**src/rtl/rx_ltssm.sv**
```systemverilog
// Receive-side LTSSM monitor: counts consecutive qualifying ordered sets for the
// commanded state, runs that state's timeout and reports a one-cycle exit flag.
module rx_ltssm #(
  parameter int         DEVICETYPE = 0,
  parameter int         T2MS       = 250000,
  parameter int         T24MS      = 3000000,
  parameter int         T48MS      = 6000000,
  parameter logic [7:0] PAD        = 8'hF7
) (
  input  logic       Pclk,
  input  logic       Reset,
  input  logic [3:0] SetRXState,
  output logic       RXFinishFlag,
  output logic [3:0] RXExitTo,
  input  logic [7:0] ReadLinkNum,
  output logic [7:0] WriteLinkNum,
  output logic       WriteLinkNumFlag,
  input  logic       RxOSValid,
  input  logic [2:0] RxOSType,
  input  logic [7:0] RxLinkNum,
  input  logic [7:0] RxLaneNum,
  output logic [7:0] ConsecCount
);

  localparam int TMAX_A = (T24MS > T2MS) ? T24MS : T2MS;
  localparam int TMAX   = (T48MS > TMAX_A) ? T48MS : TMAX_A;
  localparam int TW     = $clog2(TMAX + 1);

  localparam logic [2:0] OS_TS1  = 3'b000;
  localparam logic [2:0] OS_TS2  = 3'b001;
  localparam logic [2:0] OS_IDLE = 3'b100;

  localparam logic [3:0] S_DQ   = 4'd0;
  localparam logic [3:0] S_PA   = 4'd2;
  localparam logic [3:0] S_PC   = 4'd3;
  localparam logic [3:0] S_LWS  = 4'd4;
  localparam logic [3:0] S_LWA  = 4'd5;
  localparam logic [3:0] S_LNW  = 4'd6;
  localparam logic [3:0] S_LNA  = 4'd7;
  localparam logic [3:0] S_CC   = 4'd8;
  localparam logic [3:0] S_CI   = 4'd9;
  localparam logic [3:0] S_L0   = 4'd10;
  localparam logic [3:0] S_RRL  = 4'd11;
  localparam logic [3:0] S_IDLE = 4'd15;

  logic [3:0]    state_q, state_d;
  logic [7:0]    cnt_q, cnt_d;
  logic [TW-1:0] timer_q, timer_d;
  logic          done_q, done_d;
  logic          flag_q, flag_d;
  logic [3:0]    exit_q, exit_d;
  logic [7:0]    wl_q, wl_d;
  logic          wlf_q, wlf_d;

  logic          state_chg;
  logic          is_ts1, is_ts2, is_idle, pad_pad, link_ok;
  logic          qual, timed, hit, tout;
  logic [7:0]    need, cnt_inc;
  logic [3:0]    succ_to;
  logic [TW-1:0] tlim;

  assign state_chg = (SetRXState != state_q);
  assign is_ts1    = (RxOSType == OS_TS1);
  assign is_ts2    = (RxOSType == OS_TS2);
  assign is_idle   = (RxOSType == OS_IDLE);
  assign pad_pad   = (RxLinkNum == PAD) && (RxLaneNum == PAD);
  assign link_ok   = (RxLinkNum == ReadLinkNum) && (RxLaneNum != PAD);

  // Per-state exit rules; states without exits still count any defined OS type.
  always_comb begin
    qual    = is_ts1 || is_ts2 || is_idle;
    need    = 8'd0;
    succ_to = S_DQ;
    timed   = 1'b0;
    tlim    = '0;
    case (state_q)
      S_PA:  begin qual = (is_ts1 || is_ts2) && pad_pad; need = 8'd8; succ_to = S_PC;
                   timed = 1'b1; tlim = TW'(T24MS); end
      S_PC:  begin qual = is_ts2 && pad_pad; need = 8'd8; succ_to = S_LWS;
                   timed = 1'b1; tlim = TW'(T48MS); end
      S_LWS: begin qual = is_ts1 && (RxLinkNum != PAD) &&
                          ((DEVICETYPE == 1) || (RxLinkNum == ReadLinkNum));
                   need = 8'd2; succ_to = S_LWA; timed = 1'b1; tlim = TW'(T24MS); end
      S_LWA: begin qual = is_ts1 && link_ok; need = 8'd2; succ_to = S_LNW;
                   timed = 1'b1; tlim = TW'(T2MS); end
      S_LNW: begin qual = is_ts1 && link_ok; need = 8'd2; succ_to = S_LNA;
                   timed = 1'b1; tlim = TW'(T2MS); end
      S_LNA: begin qual = is_ts2 && link_ok; need = 8'd2; succ_to = S_CC;
                   timed = 1'b1; tlim = TW'(T2MS); end
      S_CC:  begin qual = is_ts2 && link_ok; need = 8'd8; succ_to = S_CI;
                   timed = 1'b1; tlim = TW'(T2MS); end
      S_CI:  begin qual = is_idle; need = 8'd8; succ_to = S_L0;
                   timed = 1'b1; tlim = TW'(T2MS); end
      S_L0:  begin qual = is_ts1; need = 8'd2; succ_to = S_RRL; end
      default: ;
    endcase
  end

  always_comb begin
    state_d = SetRXState;
    cnt_d   = cnt_q;
    timer_d = timer_q;
    done_d  = done_q;
    flag_d  = 1'b0;
    exit_d  = exit_q;
    wl_d    = wl_q;
    wlf_d   = 1'b0;
    cnt_inc = (cnt_q == 8'hFF) ? cnt_q : cnt_q + 8'd1;
    hit     = RxOSValid && qual && (need != 8'd0) && (cnt_inc >= need);
    tout    = timed && (timer_q == tlim - TW'(1));
    if (state_chg) begin
      cnt_d   = 8'd0;
      timer_d = '0;
      done_d  = 1'b0;
    end else begin
      if (RxOSValid) cnt_d = qual ? cnt_inc : 8'd0;
      if (timed && (timer_q != '1)) timer_d = timer_q + TW'(1);
      // Success takes priority over a timeout landing on the same edge.
      if (!done_q && (hit || tout)) begin
        flag_d = 1'b1;
        done_d = 1'b1;
        exit_d = hit ? succ_to : S_DQ;
        if (hit && (DEVICETYPE == 1) && (state_q == S_LWS)) begin
          wlf_d = 1'b1;
          wl_d  = RxLinkNum;
        end
      end
    end
  end

  always_ff @(posedge Pclk or posedge Reset) begin
    if (Reset) begin
      state_q <= S_IDLE;
      cnt_q   <= 8'd0;
      timer_q <= '0;
      done_q  <= 1'b0;
      flag_q  <= 1'b0;
      exit_q  <= 4'd0;
      wl_q    <= 8'd0;
      wlf_q   <= 1'b0;
    end else begin
      state_q <= state_d;
      cnt_q   <= cnt_d;
      timer_q <= timer_d;
      done_q  <= done_d;
      flag_q  <= flag_d;
      exit_q  <= exit_d;
      wl_q    <= wl_d;
      wlf_q   <= wlf_d;
    end
  end

  assign RXFinishFlag     = flag_q;
  assign RXExitTo         = exit_q;
  assign WriteLinkNum     = wl_q;
  assign WriteLinkNumFlag = wlf_q;
  assign ConsecCount      = cnt_q;

endmodule

```
**config.mk**
```make
export PLATFORM = sky130hd
export DESIGN_NAME = rx_ltssm
export DESIGN_NICKNAME = d
export VERILOG_FILES = /design/src/rtl/rx_ltssm.sv
export SDC_FILE = /design/constraint.sdc
export NUM_CORES = 1
export LEC_CHECK = 0
export BUFFER_PORTS_ARGS = -buffer_cell sky130_fd_sc_hd__buf_2
export CAP_MARGIN = 25
export CORE_MARGIN = 5
export CORE_UTILIZATION = 43
export CTS_CLUSTER_DIAMETER = 60
export CTS_CLUSTER_SIZE = 14
export DETAILED_ROUTE_END_ITERATION = 10
export GPL_TIMING_DRIVEN = 0
export PLACE_DENSITY = 0.72
export SYNTH_ARGS = -nofsm -noshare
export SYNTH_HDL_FRONTEND = slang
export SYNTH_SLANG_ARGS = --single-unit
```
**constraint.sdc**
```tcl
create_clock -name Pclk -period 5.7 [get_ports Pclk]
set_clock_uncertainty 0.1 [all_clocks]
set_input_delay 0.57 -clock Pclk [delete_from_list [all_inputs] [get_ports Pclk]]
set_output_delay 0.57 -clock Pclk [all_outputs]
set_load 0.005 [all_outputs]
```
Word-level counts from Yosys, hierarchy flattened
Index checks and enable logic that the tools add are counted. Widths: inputs -> output; s select.

Register bits after elaboration: 41. Bits in latches: 0. RAM bits: 0. ROM bits: 0. Bits of input ports: 34. Output and inout port bits: 22. Memories kept: 0.

Add/subtract/negate cells: 3. Multiply operators: 0. Divide/modulo/power cells: 0. $lt $le $gt $ge: 1. Equal/unequal tests: 20. Shift-type cells: 0. Muxes and demuxes: 16. Bitwise operators: 1. Reduce and logical (&&, ||, !) cells: 31.

Operators by type and width (number): $pmux 23 s3 (1); $mux 23 (2); $pmux 4 s9 (1); $mux 8 (4); $eq 8x8->1 const B (3); $add 23x1->23 const B (1); $eq 23x23->1 (1); $ne 23x23->1 const B (1); $sub 23x1->23 const B (1); $eq 4x3->1 const B (4); $ne 8x8->1 const B (2); $logic_and 1x1->1 (14); $eq 4x4->1 const B (3); $reduce_or 5->1 (2); $add 8x1->8 const B (1); $eq 4x2->1 const B (2); $eq 8x8->1 (1); $ge 8x8->1 (1); $pmux 4 s2 (1); $reduce_bool 8->1 (1); $reduce_or 8->1 (1); $pmux 1 s7 (1); $reduce_bool 2->1 (3); $reduce_or 2->1 (3); 11 further kinds (17).

Logic depth before layout (Yosys ltp)
Depth after elaboration: 11. Mapped depth: 14. Mapped depth without buffers: 13.

Worst setup path after synthesis
No wires, ideal clock.

Path type: reg2reg. Start point: register state_q[3]. End point: register exit_q[0] (netlist: RXExitTo[0]). Library setup time: 0.136 ns. Arrival time: 2.647 ns. Required time: 5.464 ns. Setup slack: 2.817 ns. Stages on the path, launching flop included: 12. Buffers on the path: 3. Clock period less this slack: 2.883 ns. Cells stage by stage: dfstp_2 buf_6 buf_2 clkbuf_1 or3_1 ha_1 xnor2_1 a311o_1 nor4_1 nand4_1 nor4_2 o32ai_1.

Word-level cells in the longest chain between the ends: 9. Elaborated cells on any way between the ends: 35.

Ends and longest elaborated chain: start, declared (line 46) `logic [3:0] state_q, state_d;`; start signal, assigned (line 142) `state_q <= state_d;`; $eq 4x4->1, or another cell as far along (line 76) `case (state_q)`; $reduce_or 5->1 (no source line), or another cell as far along; $pmux 23 s3, or another cell as far along (line 76); $sub 23x1->23, or another cell as far along (line 110) `tout = timed && (timer_q == tlim - TW'(1));`; $eq 23x23->1 or $logic_and 1x1->1 (tied branches) (line 110, 109); $logic_and 1x1->1 (on tied branches) (line 110, 109); $logic_or 1x1->1 (line 119) `if (!done_q && (hit || tout)) begin`; $logic_and 1x1->1 (line 119); $reduce_and 2->1 (no source line); end signal, assigned (line 147) `exit_q <= exit_d;`; end, declared (line 51) `logic [3:0] exit_q, exit_d;`.

Several ways; a longest one is shown, not always the timed one. A chain may end at the register's enable or synchronous reset.

Worst setup path after layout
Start point: register state_q[3]. End point: register exit_q[1] (netlist: RXExitTo[1]).

Same word-level chain as after synthesis.

==> results.sh <==
export IMPL_synth_seq_area_share_pct=32.6
export IMPL_die_y_um=95.7
export IMPL_h_tree_depth=2
export IMPL_grt_pass1_wl_mm=13.2
export IMPL_dr_pass1_iters=5
export IMPL_cts_post_setup_buffers_inserted=0
export IMPL_worstSetupPathType="reg -> reg"
export IMPL_crit_required_ns=5.77
export IMPL_yosysTopAreaCell="dfrtp_1"
export IMPL_post_place_ws_ns=2.23
export IMPL_clkLatencyLatePin_ns=0.31
export IMPL_cts_tree="built"
export IMPL_fin_crit_sh_pct=62.0
export IMPL_grt_pass1_vias=2764
export IMPL_area_growth_pct=15.1
export IMPL_cts_resized_gates=0
export IMPL_fin_nets=473
export IMPL_cp_end_kind="register"
export IMPL_antenna_cells=0
export IMPL_synth_area_leaders="dfrtp_1 (29%), xnor2_1 (6.4%), nor2_1 (5.0%), xor2_1 (4.2%), dfstp_2 (3.3%)"
export IMPL_cap_violations=0
export IMPL_fin_util_pct=50.4
export IMPL_fmax_mhz=283
export IMPL_final_cell_mix="buf_2 (54), nor2_1 (42), dfrtp_1 (37), xnor2_1 (23), nand2_1 (21)"
export IMPL_overflow=0
export IMPL_netlist_area_leader_share_pct=29.3
export IMPL_drt_iter0_drc=191
export IMPL_antenna_found_initial=0
export IMPL_cp_max_fo=10
export IMPL_placementRows=31
export IMPL_status="finished clean"
export IMPL_hold_violations=0
export IMPL_synth_edf_count=0
export IMPL_final_common_cell="buf_2"
export IMPL_via_per_inst=5.47
export IMPL_drive_above_1_share_pct=21.8
export IMPL_min_period_ns=3.53
export IMPL_clk_pin_slew_ns=0.09
export IMPL_slew_headroom_pct=41.2
export IMPL_cts_sinks=41
export IMPL_avgSynthCellArea_um2=8.47
export IMPL_die_area_mm2=0.00916
export IMPL_gr_usage_all_layers_pct=18.5
export IMPL_syn_area_mm2=0.00316
export IMPL_vias=2919
export IMPL_ir_drop_mv=0.0677
export IMPL_start_util_pct=43.8
export IMPL_dieWidth_um=95.7
export IMPL_hp_class="in -> reg"
export IMPL_synth_warning_count=0
export IMPL_hold_buffers=0
export IMPL_cts_buffers=5
export IMPL_powerDensity_mw_per_mm2=174
export IMPL_ctsLongestPathBuffers=2
export IMPL_grt_max_degree=42
export IMPL_worst_slew_pin_slew_ns=0.880
export IMPL_dp_hpwl_mm=5.92
export IMPL_leakagePower_nw=1.56
export IMPL_ant_nets=0
export IMPL_cp_startpoint="state_q[3]$_DFF_PP1_"
export IMPL_core_area_mm2=0.00721
export IMPL_finalSetupTns_ns=0
export IMPL_setup_viol=0
export IMPL_gp_congestion=0.932
export IMPL_numPortBuffers=46
export IMPL_min_from="SetRXState[3]"
export IMPL_slew_violations=0
export IMPL_setup_worst_path_start_class="register"
export IMPL_timing_final_ws_setup_ns=2.17
export IMPL_ys_seq_elements=41
export IMPL_async_flop_share_pct=100
export IMPL_drc=0
export IMPL_r2r_start="state_q[3]$_DFF_PP1_"
export IMPL_synthCells=373
export IMPL_synth_ff_type="dfrtp_1"
export IMPL_whs_ns=0.267
export IMPL_rsz0062_at_grt="false"
export IMPL_ys_types=62
export IMPL_drt_wirelength_per_cell_um=14.6
export IMPL_routed_wl_mm=7.79
export IMPL_crit_arrival_ns=3.60
export IMPL_root_buffer="clkbuf_8"
export IMPL_pin_count=56
worst max-delay path, cell delays in order, from the launching register on:
cell and delay, ns:
dfstp_2 0.55, buf_6 0.13, buf_2 0.22, clkbuf_1 0.40, or3_1 0.19, ha_1 0.23
xnor2_1 0.14, a311o_1 0.32, nor4_1 0.30, nand4_1 0.22, nor4_2 0.42, o32ai_1 0.17
cell usage after synthesis (6+ instances only):
| library cell | n |
|---|---|
| inv_1 | 17 |
| buf_2 | 8 |
| nor2_1 | 42 |
| nand2b_1 | 8 |
| and3_1 | 6 |
| o21ai_0 | 13 |
| or3_1 | 11 |
| nor3_1 | 8 |
| nand4_1 | 12 |
| a21oi_1 | 17 |
| clkbuf_1 | 9 |
| nand3_1 | 18 |
| dfrtp_1 | 37 |
| xnor2_1 | 23 |
| nand2_1 | 21 |
| xor2_1 | 15 |
| buf_4 | 10 |
through the flow:
stage	total power, mW	cells	cell area (um^2)
after global routing	0.670	534	3640
after floorplan	0.394	381	3190
final	0.633	534	3640
after global placement	0.431	526	3540
after CTS	0.640	534	3640
after detailed placement	0.434	526	3540
final timing paths:
kind	endpoint	slack [ns]	depth (start not counted)
min in group asynchronous	ConsecCount[1]$_DFFE_PP0P_	0.33	2
setup / recovery	RXExitTo[1]$_DFFE_PP0P_	2.17	11
setup reg to reg	RXExitTo[1]$_DFFE_PP0P_	2.17	11
hold reg to reg	RXExitTo[3]$_DFFE_PP0P_	0.44	2
hold / removal	state_q[3]$_DFF_PP1_	0.27	1
max in group asynchronous	timer_q[17]$_DFFE_PP0P_	4.61	2
cell type report:
| cell class | count | area (um^2) |
|---|---|---|
| fill | 721 | 3580 |
| inverter | 17 | 63.8 |
| multi-input combinational | 291 | 1910 |
| tap | 99 | 124 |
| timing repair buffer | 46 | 230 |
| buffer | 32 | 183 |
| clock inverter | 3 | 25.0 |
| clock buffer | 5 | 68.8 |
| sequential | 41 | 1030 |
registers in the layout, indices dropped and copies added, names as in the netlist:
| signal | flops |
|---|---|
| timer_q | 23 |
| RXExitTo | 4 |
| done_q | 1 |
| RXFinishFlag | 1 |
| ConsecCount | 8 |
| state_q | 4 |
power breakdown:
group	internal, mW	switching (mW)	total (mW)
sequential	0.302	0.00546	0.307
clock	0.0885	0.116	0.205
combinational	0.0558	0.0652	0.121
metal layers:
metal | routed length (um) | track usage (%) | vias to the layer above
met4 | 140 | 6.75 | 0
met5 | 0 | 0 | -
met3 | 401 | 3.28 | 12
met1 | 3500 | 25.2 | 1383
li1 | - | - | 1439
met2 | 3750 | 29.2 | 85
logic make-up after synthesis:
| kind of cell | share of synthesized area, % |
|---|---|
| AO/OA/AOI/OAI | 17.5 |
| multiplexers | 2.30 |
| AND/OR/NAND/NOR | 26.8 |
| adder cells (fa/ha/maj) | 2.30 |
| other | 0.119 |
| XOR/XNOR | 10.5 |
| buffers and inverters | 7.80 |
| flip-flops | 32.6 |
No activity file was read; power rests on OpenSTA's default activity.
